### config.mk
export PLATFORM = sky130hd
export DESIGN_NAME = conv_tile_scheduler
export DESIGN_NICKNAME = d
export VERILOG_FILES = /design/src/rtl/conv_tile_scheduler.sv
export SDC_FILE = /design/constraint.sdc
export NUM_CORES = 1
export LEC_CHECK = 0
export CAP_MARGIN = 10
export CORE_UTILIZATION = 40
export DETAILED_ROUTE_END_ITERATION = 8
export GPL_ROUTABILITY_DRIVEN = 0
export MAX_ROUTING_LAYER = met4
export PLACE_DENSITY = 0.72
export SYNTH_ARGS = -nofsm -noshare
export SYNTH_HDL_FRONTEND = slang
export SYNTH_SLANG_ARGS = --single-unit
### constraint.sdc
create_clock -name clk -period 2 [get_ports clk]
set_input_delay 0.4 -clock clk [delete_from_list [all_inputs] [get_ports clk]]
set_output_delay 0.4 -clock clk [all_outputs]
set_load 0.01 [all_outputs]
### src/rtl/conv_tile_scheduler.sv
// Layer sequencer: walks co (outer) / ci (inner) tiles and launches the conv core.
// Define TILE_PERF_CNT_EN to add the perf_cycles busy-cycle counter.
module conv_tile_scheduler #(
   parameter int TILE_W = 2,
   parameter int CNT_W  = 16,
   parameter int PERF_W = 32
) (
   input  logic              clk,
   input  logic              rst,
   input  logic              layer_start,
   input  logic [TILE_W-1:0] num_ci,
   input  logic [TILE_W-1:0] num_co,
   input  logic              abort,
   input  logic              end_conv,
   output logic              start_conv,
   output logic [TILE_W-1:0] ci,
   output logic [TILE_W-1:0] co,
   output logic              acc_first,
   output logic              acc_last,
   output logic              busy,
   output logic              layer_done,
   output logic              aborted,
`ifdef TILE_PERF_CNT_EN
   output logic [CNT_W-1:0]  tiles_done,
   output logic [PERF_W-1:0] perf_cycles
`else
   output logic [CNT_W-1:0]  tiles_done
`endif
);

   typedef enum logic [2:0] {
      IDLE,
      LAUNCH,
      WAIT,
      NEXT,
      FINISH
   } state_t;

   state_t            state_q;
   state_t            state_d;
   logic [TILE_W-1:0] ci_q;
   logic [TILE_W-1:0] co_q;
   logic [TILE_W-1:0] num_ci_q;
   logic [TILE_W-1:0] num_co_q;
   logic [CNT_W-1:0]  tiles_q;
   logic              aborted_q;
   logic              accept;
   logic              more;

   assign accept = (state_q == IDLE) && layer_start && !abort;
   assign more   = (ci_q < num_ci_q) || (co_q < num_co_q);

   always_ff @(posedge clk or negedge rst) begin
      if (!rst) state_q <= IDLE;
      else      state_q <= state_d;
   end

   always_comb begin
      state_d = state_q;
      unique case (state_q)
         IDLE:    if (accept) state_d = LAUNCH;
         LAUNCH:  state_d = WAIT;
         WAIT:    if (end_conv) state_d = NEXT;
         NEXT: begin
            if (abort)     state_d = FINISH;
            else if (more) state_d = LAUNCH;
            else           state_d = FINISH;
         end
         FINISH:  state_d = IDLE;
         default: state_d = IDLE;
      endcase
   end

   // Index compare precedes increment, so ci/co never wrap past the latched counts.
   always_ff @(posedge clk or negedge rst) begin
      if (!rst) begin
         ci_q      <= '0;
         co_q      <= '0;
         num_ci_q  <= '0;
         num_co_q  <= '0;
         tiles_q   <= '0;
         aborted_q <= 1'b0;
      end else begin
         case (state_q)
            IDLE: begin
               if (accept) begin
                  num_ci_q  <= num_ci;
                  num_co_q  <= num_co;
                  ci_q      <= '0;
                  co_q      <= '0;
                  tiles_q   <= '0;
                  aborted_q <= 1'b0;
               end
            end
            WAIT: begin
               if (end_conv && (tiles_q != '1))
                  tiles_q <= tiles_q + CNT_W'(1);
            end
            NEXT: begin
               if (abort) begin
                  aborted_q <= 1'b1;
               end else if (ci_q < num_ci_q) begin
                  ci_q <= ci_q + TILE_W'(1);
               end else if (co_q < num_co_q) begin
                  ci_q <= '0;
                  co_q <= co_q + TILE_W'(1);
               end else begin
                  aborted_q <= 1'b0;
               end
            end
            default: ;
         endcase
      end
   end

   assign start_conv = (state_q == LAUNCH);
   assign busy       = (state_q != IDLE);
   assign layer_done = (state_q == FINISH);
   assign aborted    = aborted_q;
   assign ci         = ci_q;
   assign co         = co_q;
   assign acc_first  = busy && (ci_q == '0);
   assign acc_last   = busy && (ci_q == num_ci_q);
   assign tiles_done = tiles_q;

`ifdef TILE_PERF_CNT_EN
   logic [PERF_W-1:0] perf_q;

   always_ff @(posedge clk or negedge rst) begin
      if (!rst)
         perf_q <= '0;
      else if (accept)
         perf_q <= '0;
      else if (busy && (perf_q != '1))
         perf_q <= perf_q + PERF_W'(1);
   end

   assign perf_cycles = perf_q;
`endif

endmodule

==> results of run 1 <==
-- cell usage after synthesis (3+ instances only) --
| master | instances |
|---|---|
| sky130_fd_sc_hd__nor3b_1 | 4 |
| sky130_fd_sc_hd__dfrtp_1 | 28 |
| sky130_fd_sc_hd__clkbuf_1 | 4 |
| sky130_fd_sc_hd__nand4_1 | 4 |
| sky130_fd_sc_hd__nand3_1 | 6 |
| sky130_fd_sc_hd__and2_1 | 3 |
| sky130_fd_sc_hd__ha_1 | 5 |
| sky130_fd_sc_hd__nand2b_1 | 7 |
| sky130_fd_sc_hd__mux2i_1 | 8 |
| sky130_fd_sc_hd__and4_1 | 3 |
| sky130_fd_sc_hd__o21ai_0 | 11 |
| sky130_fd_sc_hd__and3_1 | 4 |
| sky130_fd_sc_hd__inv_1 | 13 |
| sky130_fd_sc_hd__buf_2 | 3 |
| sky130_fd_sc_hd__nor3_1 | 3 |
| sky130_fd_sc_hd__nand2_1 | 26 |
| sky130_fd_sc_hd__a21oi_1 | 6 |
| sky130_fd_sc_hd__a22o_1 | 3 |
| sky130_fd_sc_hd__nor2_1 | 4 |
-- layout make-up --
class	instances	area share
multi-input combinational	141	0.394
sequential	28	0.286
timing repair buffer	69	0.245
tap	50	0.0255
inverter	13	0.0199
clock buffer	3	0.0168
clock inverter	1	0.0122
-- metal layers --
metal,track usage,share of wire,up-vias
li1,-,-,831
met1,0.298,0.48,801
met2,0.314,0.47,47
met3,0.0439,0.034,4
met4,0.0372,0.011,0
met5,-,0,-
-- flip-flops by register name, indices dropped and copies added, names as in the netlist --
name,flops
num_ci_q,2
state_q,3
ci,2
co,2
tiles_done,16
num_co_q,2
aborted,1
-- metrics by stage --
stage | hold slack [ps] | setup TNS [ps] | power (mW) | setup slack [ps] | util
final | 484 | 0 | 2.70 | 73.8 | 0.600
after global routing | 519 | 0 | 2.90 | 6.58 | 0.600
after CTS | 494 | 0 | 2.68 | 7.88 | 0.592
after detailed placement | 468 | -2260 | 2.24 | -294 | 0.575
after global placement | 460 | -2060 | 2.21 | -265 | 0.575
after floorplan | 104 | 0 | 1.57 | 121 | -
-- logic make-up after synthesis --
kind of cell             count (synthesis)
AO/OA/AOI/OAI                           47
multiplexers                             9
adder cells (fa/ha/maj)                  5
AND/OR/NAND/NOR                         79
XOR/XNOR                                 1
buffers and inverters                   20
flip-flops                              28
-- worst max-delay path: stages, from the launching register on --
cell	delay [ps]
sky130_fd_sc_hd__dfrtp_1	390
sky130_fd_sc_hd__or3_4	420
sky130_fd_sc_hd__and2_1	170
sky130_fd_sc_hd__dlygate4sd2_1	280
-- where the power goes --
part	total, mW	leakage (nW)	switching [mW]	internal (mW)
Combinational	1.43	0.640	0.711	0.723
Clock	0.448	0.0357	0.180	0.268
Sequential	0.821	0.372	0.107	0.714
-- final timing paths --
check | slack [ps] | depth (start not counted) | endpoint | from
setup / recovery | 70 | 3 | acc_first | state_q[0]$_DFFE_PN0P_
hold / removal | 480 | 2 | num_co_q[0]$_DFFE_PN0P_ | num_co_q[0]$_DFFE_PN0P_
setup reg to reg | 120 | 6 | tiles_done[7]$_DFFE_PN0P_ | state_q[1]$_DFFE_PN0P_
hold reg to reg | 480 | 2 | num_co_q[0]$_DFFE_PN0P_ | num_co_q[0]$_DFFE_PN0P_
max in group asynchronous | 1220 | 2 | ci[0]$_DFFE_PN0P_ | rst
min in group asynchronous | 500 | 2 | co[1]$_DFFE_PN0P_ | rst
-- what timing repair did --
item,in CTS,in global routing
buffers inserted,0,2
pin swaps,0,1
gates cloned,0,0
gates resized for setup,7,6
setup endpoints to repair,7,6
==> impl_summary.md, run 1 <==
Outcome
The run finished with clean final reports.

Logic synthesis
The area of the mapped netlist is 0.00173 mm². Of all cell types, the one taking the most synthesized area is sky130_fd_sc_hd__dfrtp_1. The number of nets in the synthesized netlist is 203. The warning count from the yosys run is 0. The synthesized-area fraction occupied by adder cells is 0.0362.

After synthesis, the netlist uses 49 different library cells. The post-synthesis share of cell area spent on xor and xnor gates is 0.00507. The synthesized design contains 0 enable-type register cells. By area, the combinational part of the netlist is dominated by simple AND/OR/NAND/NOR gates.

The area fraction in compound gates after synthesis is 0.193. The gate count of the mapped netlist is 189. The synthesized design contains 28 register bits. The simple logic cell fraction of the synthesized area is 0.261. The part of the Yosys area used for sequential elements is 0.406. By area the synthesized netlist is led by sky130_fd_sc_hd__dfrtp_1, sky130_fd_sc_hd__nand2_1, sky130_fd_sc_hd__mux2i_1. The synthesized area per cell is 9.14 µm². Of the post-synthesis cell area, the dominant cell type holds 0.406. In the synthesized netlist the dominant register cell turns out to be sky130_fd_sc_hd__dfrtp_1.

Of all flip-flops after synthesis, the portion carrying an async set or reset was 1.00. Measured against the total synthesized area, the mux share comes to 0.0529.

Cells and area
The non-filler instance count after layout is 305. The number of fillers in the final layout is 370. Summing all non-filler instances in the final layout gives an area of 0.00245 mm². Relative to the synthesized area, the layout overhead comes to 41.9%. Summing all multi-input logic gate instances after layout gives 967 µm². The repair_antennas step left the layout with diodes totalling 0. The most common cell after layout, fill and taps aside is sky130_fd_sc_hd__buf_4.

Of the cells placed in the final design, the portion with a size suffix greater than 1 is 0.196. The top cell types in the final layout, fill and taps aside, are sky130_fd_sc_hd__buf_4, sky130_fd_sc_hd__clkdlybuf4s50_1, sky130_fd_sc_hd__dfrtp_1, sky130_fd_sc_hd__nand2_1, sky130_fd_sc_hd__inv_1. The register cell area after layout is 701 µm².

The count of nets after finishing is 270.

Flow run
The count of max-cap constraint violations is 0.

Drt
Once detail routing completed, the nets flagged for antenna violations numbered 0. The via total after detailed routing is 1,683. The via density per instance is 5.52. Wires add up to 4.46 mm. After detailed routing, the number of remaining DRC violations is 0. The number of violations reported at the end of detailed-routing iteration 0 is 174. The routed length per placed instance is 14.6 µm. For this run, the detailed router's first-pass iteration total came to 4.

Timing
The share of the cycle needed by the critical path after routing is 0.963. The number of hold-slack violations in the final timing report is 0. Between clock sinks in the finished design, the worst skew comes to 0.912 ps. The count of pins over their slew limit came to 0. Setup violations remaining at the end of the flow were counted as 0.

For this run, the top clock speed supported by timing is 519 MHz. The time the worst path needs with I/O delays and setup is 1930 ps. The slew at the pin closest to its max-slew limit is 491 ps. Setup repair after global routing left no endpoint under its margin. The relative slew slack is 0.671.

Hold path
The worst hold path belongs to the class reg2reg.

Clock tree
Counting every sink on the clock net gives 28. The level count of the clock H-tree is 1. The TritonCTS clock tree is built. The number of buffers created by CTS is 3.

Clock-pin slew was measured on the worst setup and hold paths at 100 ps. The cts-stage hold buffer count is 0. No sink is reached through more buffers than the 2 on the longest clock path. The root buffer cell chosen for the clock tree is sky130_fd_sc_hd__clkbuf_8. For the worst-skew pair, the clock arrives at the later sink with an insertion delay of 270 ps.

Floorplan
For this design the top-level I/O count stands at 35. The overall die width is 67.7 µm. The die is 67.7 µm tall. The region available for standard cell placement spans 0.00409 mm². The die covers 0.00459 mm². The initial utilization of the core area, before any placement, comes to 0.423. The number of cell rows is 23.

Global routing
The initial antenna violation count is 0. Entering global routing, the biggest net connects 29 pins. The combined global-route utilization of all metal layers is 0.212. After global routing the overflow that remains totals 0. The first global-routing pass estimated 7.09 mm of wire. The via count of the first global-routing pass is 1,494.

Power and ir drop
Dividing total power by cell area gives a power density of 1100 mW/mm². The maximum resistive drop on vdd is 0.641 mV. Summed over all cells, the static leakage comes to 1.05 nW.

Critical path
At the worst endpoint, the required time is 1600 ps. The critical path class is reg2out. Data on the critical path arrives at its endpoint at 1530 ps. The worst-path maximum fanout is 5. The type of element launching the critical path is a flip-flop. The kind of end point of the critical path is a primary output.

Place
The post-place instance area is 0.00235 mm². The count of input and output buffers is 34. In this run, placement finished with an instance count of 299. The placed wire-length estimate is 3.33 mm.
Power figures use the tool's default switching activity.
==> inputs of run 2 (changes only) <==
- CORE_ASPECT_RATIO: unset -> 0.75
==> impl_summary.md, run 2 (same netlist as run 1, synthesis figures left out) <==
Critical path
The kind of cell with the highest combined delay along the critical path is simple AND/OR/NAND/NOR gates. The worst-path maximum fanout was 4 (-1). The combined buffer and inverter count along the critical path is 1 (unchanged). The worst endpoint required time was 1600 ps (about the same). The kind of end point of the critical path is a primary output. The slowest stage of the critical path is the sky130_fd_sc_hd__or3_4 cell.

The data arrival time of the critical path came to 1570 ps (+40 ps). The largest stage delay on the critical path is 410 ps (about the same). STA classifies the critical path startpoint as a flip-flop.

The cell depth of the worst setup path is 3 (unchanged). The depth of the worst register-to-register path came to 6 (unchanged). The worst setup path is of the reg2out kind. Traced cell by cell, the critical path runs through or3_4 -> and3_1 -> dlygate4sd2_1.

Power and ir drop
The maximum resistive drop on vdd came to 0.504 mV (-21%). The net switching component of the power was 981 µW (-1.7%). The sequential power share is 0.321 (+0.017). The fraction of power spent switching nets is 0.380 (+0.0111).

The logic gate share of total power is 0.544 (+0.013). The total internal power is 1.60 mW (-6.3%). The power after layout is 2.58 mW (-4.6%). The clock network fraction of total power came to 0.135 (-0.031). The power per cell area is 1060 mW/mm² (-3.6%).

The static leakage is 1.03 nW (-1.6%).

Timing
The worst clock skew is 7.90 ps (+6.98 ps). The share of the cycle needed by the critical path after routing was 0.984 (+0.0205). The count of pins over their slew limit is 0 (unchanged). The time the worst path needs with I/O delays and setup was 1970 ps (+41.0 ps). The relative slew slack is 0.709 (+0.0380). Setup repair after global routing could not meet its margin everywhere. The number of hold-slack violations in the final timing report is 0 (unchanged). The number of failing setup endpoints in the final timing report is 0 (unchanged). The worst setup margin is 32.9 ps (-41.0 ps). The accumulated negative setup slack is 0 ps (unchanged).

The timing-limited maximum frequency is 508 MHz (-2.1%). The slew at the pin closest to its max-slew limit was 432 ps (-58.3 ps).

Global routing
The combined global-route utilization of all metal layers is 0.203 (-0.00937). The via count of the first global-routing pass came to 1,440 (-3.6%). The remaining global-route overflow is 0 (unchanged). The pin count of the biggest net entering global routing is 29 (unchanged). The initial antenna violation count is 0 (unchanged). The wire length of the first global-routing pass is 6.89 mm (-2.7%).

Cells and area
The layout cell share with drive strength beyond 1 is 0.193 (-0.00317). The utilization of the core after routing is 0.591 (-0.00896). The number of fillers in the final layout came to 380 (+2.7%).

The register cell area after layout is 702 µm² (+0.18%). The multi-input combinational cell area is 962 µm² (-0.52%). The count of nets after finishing came to 269 (-0.37%). The most common cell after layout, fill and taps aside is sky130_fd_sc_hd__buf_4.

The final antenna diode count is 0 (unchanged). The synthesis-to-layout area growth is 40.4%. The flip-flop count of the largest register, all copies and words added is 16 (unchanged). The top cell types in the final layout, fill and taps aside, are sky130_fd_sc_hd__buf_4, sky130_fd_sc_hd__clkdlybuf4s50_1, sky130_fd_sc_hd__dfrtp_1, sky130_fd_sc_hd__nand2_1, sky130_fd_sc_hd__inv_1.

Clock tree
The cts-stage hold buffer count was 0 (unchanged). TritonCTS built the clock tree. The cell chosen for the clock root is sky130_fd_sc_hd__clkbuf_8. The clock tree buffer depth is 2 (unchanged). The number of buffers created by CTS is 3 (unchanged). The clock insertion delay at the later pin of the skew report is 280 ps (about the same). The clock transition time at the flip-flop clock pins of the worst setup and hold paths is 90 ps (about the same). The total number of clock tree sinks was 28 (unchanged). The level count of the clock H-tree came to 1 (unchanged).

Floorplan
The overall die width is 77.9 µm (+15%). The area of the core was 0.00410 mm² (+0.43%). The initial core utilization is 0.421 (-0.00180). The number of placed I/O pins came to 35 (unchanged). The number of cell rows is 20 (-13%). The y dimension of the die came to 58.9 µm (-13%). The full die area is 0.00459 mm² (about the same).

Drt
The number of violations reported at the end of detailed-routing iteration 0 is 270 (+55%). The final antenna-violating net count was 0 (unchanged). The final wirelength is 4.33 mm (-2.8%). The via density per instance was 5.40 (-2.1%).

The via total after detailed routing is 1,669 (-0.83%). The first-pass iteration count of the detailed router is 4 (unchanged). The routed length per placed instance is 14.0 µm (-4.1%). The count of unresolved DRC violations after routing was 0 (unchanged).

Place
The count of input and output buffers is 34 (unchanged). The worst-case setup slack after placement is -219 ps (+74.8 ps). The placed wire-length estimate is 3.20 mm (-3.9%).

Flow run
The count of max-cap constraint violations was 0 (unchanged).

Outcome
The run finished with clean final reports.

Hold path
The number of instances on the worst hold path came to 2 (unchanged). The class of the tightest hold or removal check is reg2reg.
-- run 2: through the flow --
stage / cells / area, µm² / hold WS [ps]
floorplan: 189 / 1730 / 104
global placement: 302 / 2340 / 472
detailed placement: 302 / 2340 / 475
CTS: 309 / 2420 / 499
global route: 309 / 2430 / 531
finish: 309 / 2430 / 489
-- run 2: worst min-delay path, stage by stage, from the launching register on --
cell	delay, ps
sky130_fd_sc_hd__dfrtp_1	360
sky130_fd_sc_hd__nand2_1	50
sky130_fd_sc_hd__nand2_1	50
-- run 2: worst paths after layout --
| path | endpoint | startpoint | slack, ps |
|---|---|---|---|
| hold reg to reg | num_co_q[0]$_DFFE_PN0P_ | num_co_q[0]$_DFFE_PN0P_ | 490 |
| min in group asynchronous | tiles_done[3]$_DFFE_PN0P_ | rst | 500 |
| setup / recovery | acc_last | state_q[2]$_DFFE_PN0P_ | 30 |
| max in group asynchronous | state_q[1]$_DFFE_PN0P_ | rst | 1220 |
| hold / removal | num_co_q[0]$_DFFE_PN0P_ | num_co_q[0]$_DFFE_PN0P_ | 490 |
| setup reg to reg | tiles_done[15]$_DFFE_PN0P_ | state_q[1]$_DFFE_PN0P_ | 50 |
-- run 2: per-layer routing --
metal | vias up | part of all wire | GRT usage
met2 | 49 | 0.41 | 0.278
met5 | - | 0 | -
li1 | 835 | - | -
met3 | 2 | 0.049 | 0.0465
met4 | 0 | 0.0042 | 0.0238
met1 | 783 | 0.53 | 0.309
-- run 2: power groups by stage --
stage / Combinational [mW] / Sequential [mW] / Clock [mW]
after floorplan: 0.712 / 0.861 / 0
after global placement: 1.35 / 0.847 / 0
after detailed placement: 1.37 / 0.849 / 0
after CTS: 1.39 / 0.827 / 0.364
after global routing: 1.54 / 0.845 / 0.386
final: 1.40 / 0.827 / 0.347
-- run 2: final cells by class --
class / instances / share of cell area
multi-input combinational: 141 / 0.397
timing repair buffer: 68 / 0.243
sequential: 28 / 0.289
inverter: 13 / 0.0201
tap: 55 / 0.0284
clock buffer: 4 / 0.0227
-- run 2: timing repair --
item / in CTS / in global routing
setup endpoints to repair: 6 / 3
setup buffers: 3 / 0
gates resized for setup: 8 / 3
==> inputs of run 3 (changes only) <==
- TNS_END_PERCENT: unset -> 5
==> impl_summary.md, run 3 (same netlist as run 1, synthesis figures left out) <==
Outcome
The run finished with clean final reports.

Global routing
The combined global-route utilization of all metal layers came to 0.199 (-0.00388). The wire length of the first global-routing pass is 6.76 mm (-2.0%). The pin count of the biggest net entering global routing is 29 (unchanged). The initial antenna violation count is 0 (unchanged). The via count of the first global-routing pass came to 1,412 (-1.9%). The remaining global-route overflow is 0 (unchanged).

Power and ir drop
The static leakage is 1.02 nW (-1.1%). The power per cell area is 1060 mW/mm² (-0.31%). The power after layout came to 2.55 mW (-1.1%). The logic gate share of total power is 0.535 (-0.009). The maximum resistive drop on vdd is 0.498 mV (-1.0%). The clock network fraction of total power came to 0.136 (about the same). The sequential power share is 0.329 (+0.008). The net switching component of the power is 970 µW (-1.1%).

The fraction of power spent switching nets is 0.380 (about the same). The total internal power came to 1.58 mW (-1.1%).

Clock tree
The clock transition time at the flip-flop clock pins of the worst setup and hold paths is 90 ps (about the same). Clock tree synthesis selected as its root buffer the cell sky130_fd_sc_hd__clkbuf_8. The clock insertion delay at the later pin of the skew report is 280 ps (about the same). The level count of the clock H-tree is 1 (unchanged). TritonCTS built the clock tree. The total number of clock tree sinks was 28 (unchanged). The number of buffers created by CTS is 3 (unchanged). The clock tree buffer depth is 2 (unchanged).

Critical path
The worst-path maximum fanout came to 5 (+1). Walking the worst path, the cells encountered are or3_4 -> and3_1 -> dlygate4sd2_1. STA classifies the critical path startpoint as a flip-flop.

The startpoint identified for the worst register-to-register timing path is tiles_done[11]$_DFFE_PN0P_. The largest stage delay on the critical path was 430 ps (+20 ps). The slowest stage of the critical path is the sky130_fd_sc_hd__dfrtp_1 cell. The worst setup path is of the reg2out kind. The worst endpoint required time is 1600 ps (about the same). The kind of end point of the critical path is a primary output.

The launching instance or port of the critical path is state_q[0]$_DFFE_PN0P_. The data arrival time of the critical path is 1580 ps (about the same).

Floorplan
The full die area is 0.00459 mm² (unchanged). The y dimension of the die is 58.9 µm (unchanged). The number of cell rows came to 20 (unchanged). The overall die width is 77.9 µm (unchanged). The number of placed I/O pins is 35 (unchanged). The area of the core is 0.00410 mm² (unchanged). The initial core utilization is 0.421 (unchanged).

Timing
The timing-limited maximum frequency is 504 MHz (-0.85%). The number of failing setup endpoints in the final timing report came to 0 (unchanged). The accumulated negative setup slack is 0 ps (unchanged).

The number of hold-slack violations in the final timing report is 0 (unchanged). The worst setup margin is 15.9 ps (-16.9 ps). The share of the cycle needed by the critical path after routing came to 0.992 (+0.00846). The worst clock skew came to 6.70 ps (-1.19 ps). The slew at the pin closest to its max-slew limit came to 477 ps (+44.2 ps).

Setup repair after global routing could not meet its margin everywhere. The time the worst path needs with I/O delays and setup is 1980 ps (+16.9 ps). The final worst hold slack was 490 ps (+0.916 ps).

The relative slew slack came to 0.682 (-0.0272). The count of pins over their slew limit is 0 (unchanged).

Cells and area
The design area came to 0.00241 mm² (-0.77%). The final antenna diode count is 0 (unchanged). The layout cell share with drive strength beyond 1 is 0.183 (-0.0104). The top cell types in the final layout, fill and taps aside, are sky130_fd_sc_hd__buf_4, sky130_fd_sc_hd__clkdlybuf4s50_1, sky130_fd_sc_hd__dfrtp_1, sky130_fd_sc_hd__nand2_1, sky130_fd_sc_hd__inv_1.

The non-filler instance count after layout is 307 (-0.65%). The utilization of the core after routing is 0.587 (-0.00457). The area growth from synthesis to layout is 39.3%. The multi-input combinational cell area came to 957 µm² (-0.52%).

The flip-flop count of the largest register, all copies and words added came to 16 (unchanged). The number of fillers in the final layout was 384 (+1.1%). The library cell used most frequently in the layout, excluding fill and tap cells, is sky130_fd_sc_hd__buf_4. The count of nets after finishing is 267 (-0.74%).

The register cell area after layout is 702 µm² (unchanged).

Drt
The count of unresolved DRC violations after routing was 0 (unchanged). The first-pass iteration count of the detailed router was 5 (+1). The final wirelength came to 4.16 mm (-3.9%).

The routed length on met2 is 1.65 mm (-7.7%). The routed length per placed instance is 13.6 µm (-3.3%). The number of violations reported at the end of detailed-routing iteration 0 is 304 (+13%). The wire length the detailed router placed on met1 is 2.27 mm (-1.8%). Routed signal wires occupy layers up through met4.

The sum of met3 wire segment lengths after detailed routing is 220 µm (+3.8%). The final antenna-violating net count is 0 (unchanged). The via density per instance is 5.40 (about the same).

The via total after detailed routing came to 1,657 (-0.72%).

Place
The number of placed instances, taps included came to 302 (unchanged). The count of input and output buffers is 34 (unchanged). The post-place instance area came to 0.00234 mm² (unchanged). The placed wire-length estimate is 3.20 mm (unchanged). The worst-case setup slack after placement is -219 ps (unchanged).

Flow run
The count of max-cap constraint violations came to 0 (unchanged).

Hold path
The class of the tightest hold or removal check is reg2reg. The worst hold path begins at num_co_q[0]$_DFFE_PN0P_.
[run 3: worst paths after layout]
check | endpoint | slack, ps | cells past startpoint
max in group asynchronous | state_q[1]$_DFFE_PN0P_ | 1210 | 2
setup reg to reg | tiles_done[11]$_DFFE_PN0P_ | 80 | 5
hold reg to reg | num_co_q[0]$_DFFE_PN0P_ | 490 | 2
min in group asynchronous | tiles_done[3]$_DFFE_PN0P_ | 500 | 2
hold / removal | num_co_q[0]$_DFFE_PN0P_ | 490 | 2
setup / recovery | acc_last | 20 | 3
[run 3: layout make-up]
cell class,instances,share of cell area
clock buffer,4,0.0229
inverter,13,0.0203
multi-input combinational,141,0.398
sequential,28,0.292
tap,55,0.0286
timing repair buffer,66,0.239
[run 3: routing by layer]
metal / vias up / track usage
met5: - / -
met4: 0 / 0.0238
met3: 2 / 0.0465
met2: 56 / 0.267
met1: 770 / 0.307
li1: 829 / -
[run 3: critical path, delay by kind of cell (launching register included)]
kind	cells	cell delay (ps)
buffers and inverters	1	290
flip-flops	1	430
AND/OR/NAND/NOR	2	590
[run 3: what timing repair did]
item	in CTS	in global routing
hold endpoints to repair	0	0
gates resized for setup	8	3
endpoints found under the setup margin	6	4
pin swaps	0	0
setup buffers	1	0
hold buffers	0	0
[run 3: power by group through the flow]
stage	combinational, mW	sequential [mW]	clock (mW)
floorplan	0.712	0.861	0
global placement	1.35	0.847	0
detailed placement	1.37	0.849	0
CTS	1.35	0.838	0.364
global route	1.49	0.857	0.386
finish	1.37	0.839	0.346
==> RTL change (flow settings as in run 2) <==
Encoding of `state_t`: now one-hot (5 bits for 5 states).
--- a/src/rtl/conv_tile_scheduler.sv
+++ b/src/rtl/conv_tile_scheduler.sv
@@ -28,12 +28,12 @@
 `endif
 );
 
-   typedef enum logic [2:0] {
-      IDLE,
-      LAUNCH,
-      WAIT,
-      NEXT,
-      FINISH
+   typedef enum logic [4:0] {
+      IDLE   = 5'b00001,
+      LAUNCH = 5'b00010,
+      WAIT   = 5'b00100,
+      NEXT   = 5'b01000,
+      FINISH = 5'b10000
    } state_t;
 
    state_t            state_q;
Formal check against the unedited RTL: same outputs for any inputs over 10 cycles, from zero or initial values and one cycle with rst low; not proved beyond that.
==> RTL change against run 2 <==
Critical path depth increased by 2; synthesized cell count decreased by 12%; wire length fell by 4.9%; die area shrank 4.3%; sequential cell count grew 2; setup slack better by 26 ps; final area shrank 6.7%; first-iteration DRC count fell by 25%; clock skew increased by 0.70 ps; area after synthesis shrank 4.4%; critical path type unchanged.
Power is not compared: it rests on default switching activity, and its combinational part moved more than twofold at a synthesized area within 25%.
==> RTL change: results (changes against run 2) <==
Yosys
  • Avg Cell Area, Syn: 9.949 µm² (+8.8%)
  • Post-synth cell types: 43 (-12%)
  • Largest cells by area after synthesis: dfrtp_1 44%, nand3_1 5.8%, ha_1 3.8%
  • Ys async rst share: 1.000 (unchanged)
  • Commonest cells in the netlist: 29 x dfrtp_1, 19 x nand3_1, 15 x nand2_1, 8 x o21ai_1, 7 x inv_1
  • Syn_nets: 180 (-11%)
  • Register area share after synthesis: 0.4553 (+0.04980)

Critical path
  • Delay-heaviest family, CP: flip-flops
  • Worst path slowest cell: dfstp_2
  • Max stage delay on crit path: 590 ps (+180 ps)
  • Worst Path Required: 1600 ps (about the same)

Timing
  • Final setup TNS: 0 ps (unchanged)
  • Clock Skew: 8.600 ps (+0.7049 ps)
  • Slew @ Worst Pin: 495.5 ps (+63.15 ps)

CTS
  • H-Tree Level Count: 2 (+1)
  • CTS max path bufs: 2 (unchanged)
  • Clock-pin slew on the worst setup and hold paths: 70 ps (-20 ps)
  • Total CTS buffers: 5 (+2)

Run status
  • Outcome: finished, final reports clean

Detailed routing
  • Detailed-route via count: 1522 (-8.8%)
  • DRT Pass-1 Iters: 5 (+1)
  • Detailed router's first-iteration violation count: 202 (-25%)
  • Routed wire length: 4122 µm (-4.9%)

Global route
  • First-pass GRT wire length: 6803 µm (-1.3%)
  • Tot GR Track Use: 0.2074 (+0.004856)
  • Pin count of the biggest net entering global routing: 31 (+6.9%)
  • Vias in the first global route: 1405 (-2.4%)

Layout
  • Post-Layout Cell Count: 268 (-13%)
  • Max reg flops: 16 (unchanged)
  • Nets: 229 (-15%)
  • Share of layout cells above drive strength 1: 0.1759 (-0.01699)
  • Antenna Cells: 0 (unchanged)

Placed design
  • Dpl hpwl: 3048 µm (-4.7%)
  • Placed Cells incl. Taps: 259 (-14%)

Min path
  • Min-Delay Path Class: reg2reg
-- RTL change: layout make-up --
class                           count  area, µm²
Fill cell                         329       1539
Multi-Input combinational cell    122      875.8
Sequential cell                    30      752.0
Timing Repair Buffer               48      431.7
Tap cell                           52      65.06
Inverter                            8      30.03
Clock buffer                        8      110.1
-- RTL change: where the power goes --
group	internal [µW]	switching [µW]	total (µW)
Combinational	284	272	556
Sequential	682	63.4	746
Clock	347	222	569
Total	1310	557	1870
-- RTL change: cells by family after synthesis --
logic type	share of synthesized area
and+or+nand+nor	0.2280
AOI/OAI and AO/OA	0.1962
DFF	0.4553
buffers and inverters	0.03712
muxes	0.04545
adders and majority gates	0.03788
-- RTL change: stage by stage --
stage	utilization	area (µm²)	setup slack (ps)	hold slack (ps)
6_report	0.5954	2265	59.17	494.5
5_1_grt	0.5954	2265	3.520	528.7
4_1_cts	0.5921	2252	0.5227	506.2
3_5_place_dp	0.5582	2123	10.39	493.8
3_3_place_gp	0.5582	2123	61.74	475.1
2_1_floorplan	-	1652	164.0	104.4
-- RTL change: repair_timing --
action,in CTS,in global routing
gates resized for setup,14,4
endpoints found under the setup margin,5,6
pin swaps,0,0
setup buffers,0,1
-- RTL change: worst paths after layout --
check	end	cells after the start	slack, ps	startpoint
min in group asynchronous	co[1]	2	520	rst
worst max-delay path	acc_last	5	60	state_q[0]
worst min-delay path	num_co_q[1]	1	490	num_co_q[1]
worst max register to register	tiles_done[5]	5	160	tiles_done[9]
worst min register to register	num_co_q[1]	1	490	num_co_q[1]
max in group asynchronous	state_q[0]	2	1170	rst
-- RTL change: worst register-to-register path, cell delays in order (launching register included) --
cell	delay [ps]
dfrtp_1	440
nand4_1	230
or4_4	630
nand2_2	180
o311ai_0	150
o41ai_1	90
-- RTL change: per-layer routing --
metal / part of all wire / track usage / up-vias
met1: 0.49 / 0.2851 / 729
met4: 0.011 / 0.07692 / 0
li1: - / - / 740
met3: 0.058 / 0.04567 / 4
met2: 0.44 / 0.3026 / 49
met5: 0 / - / -
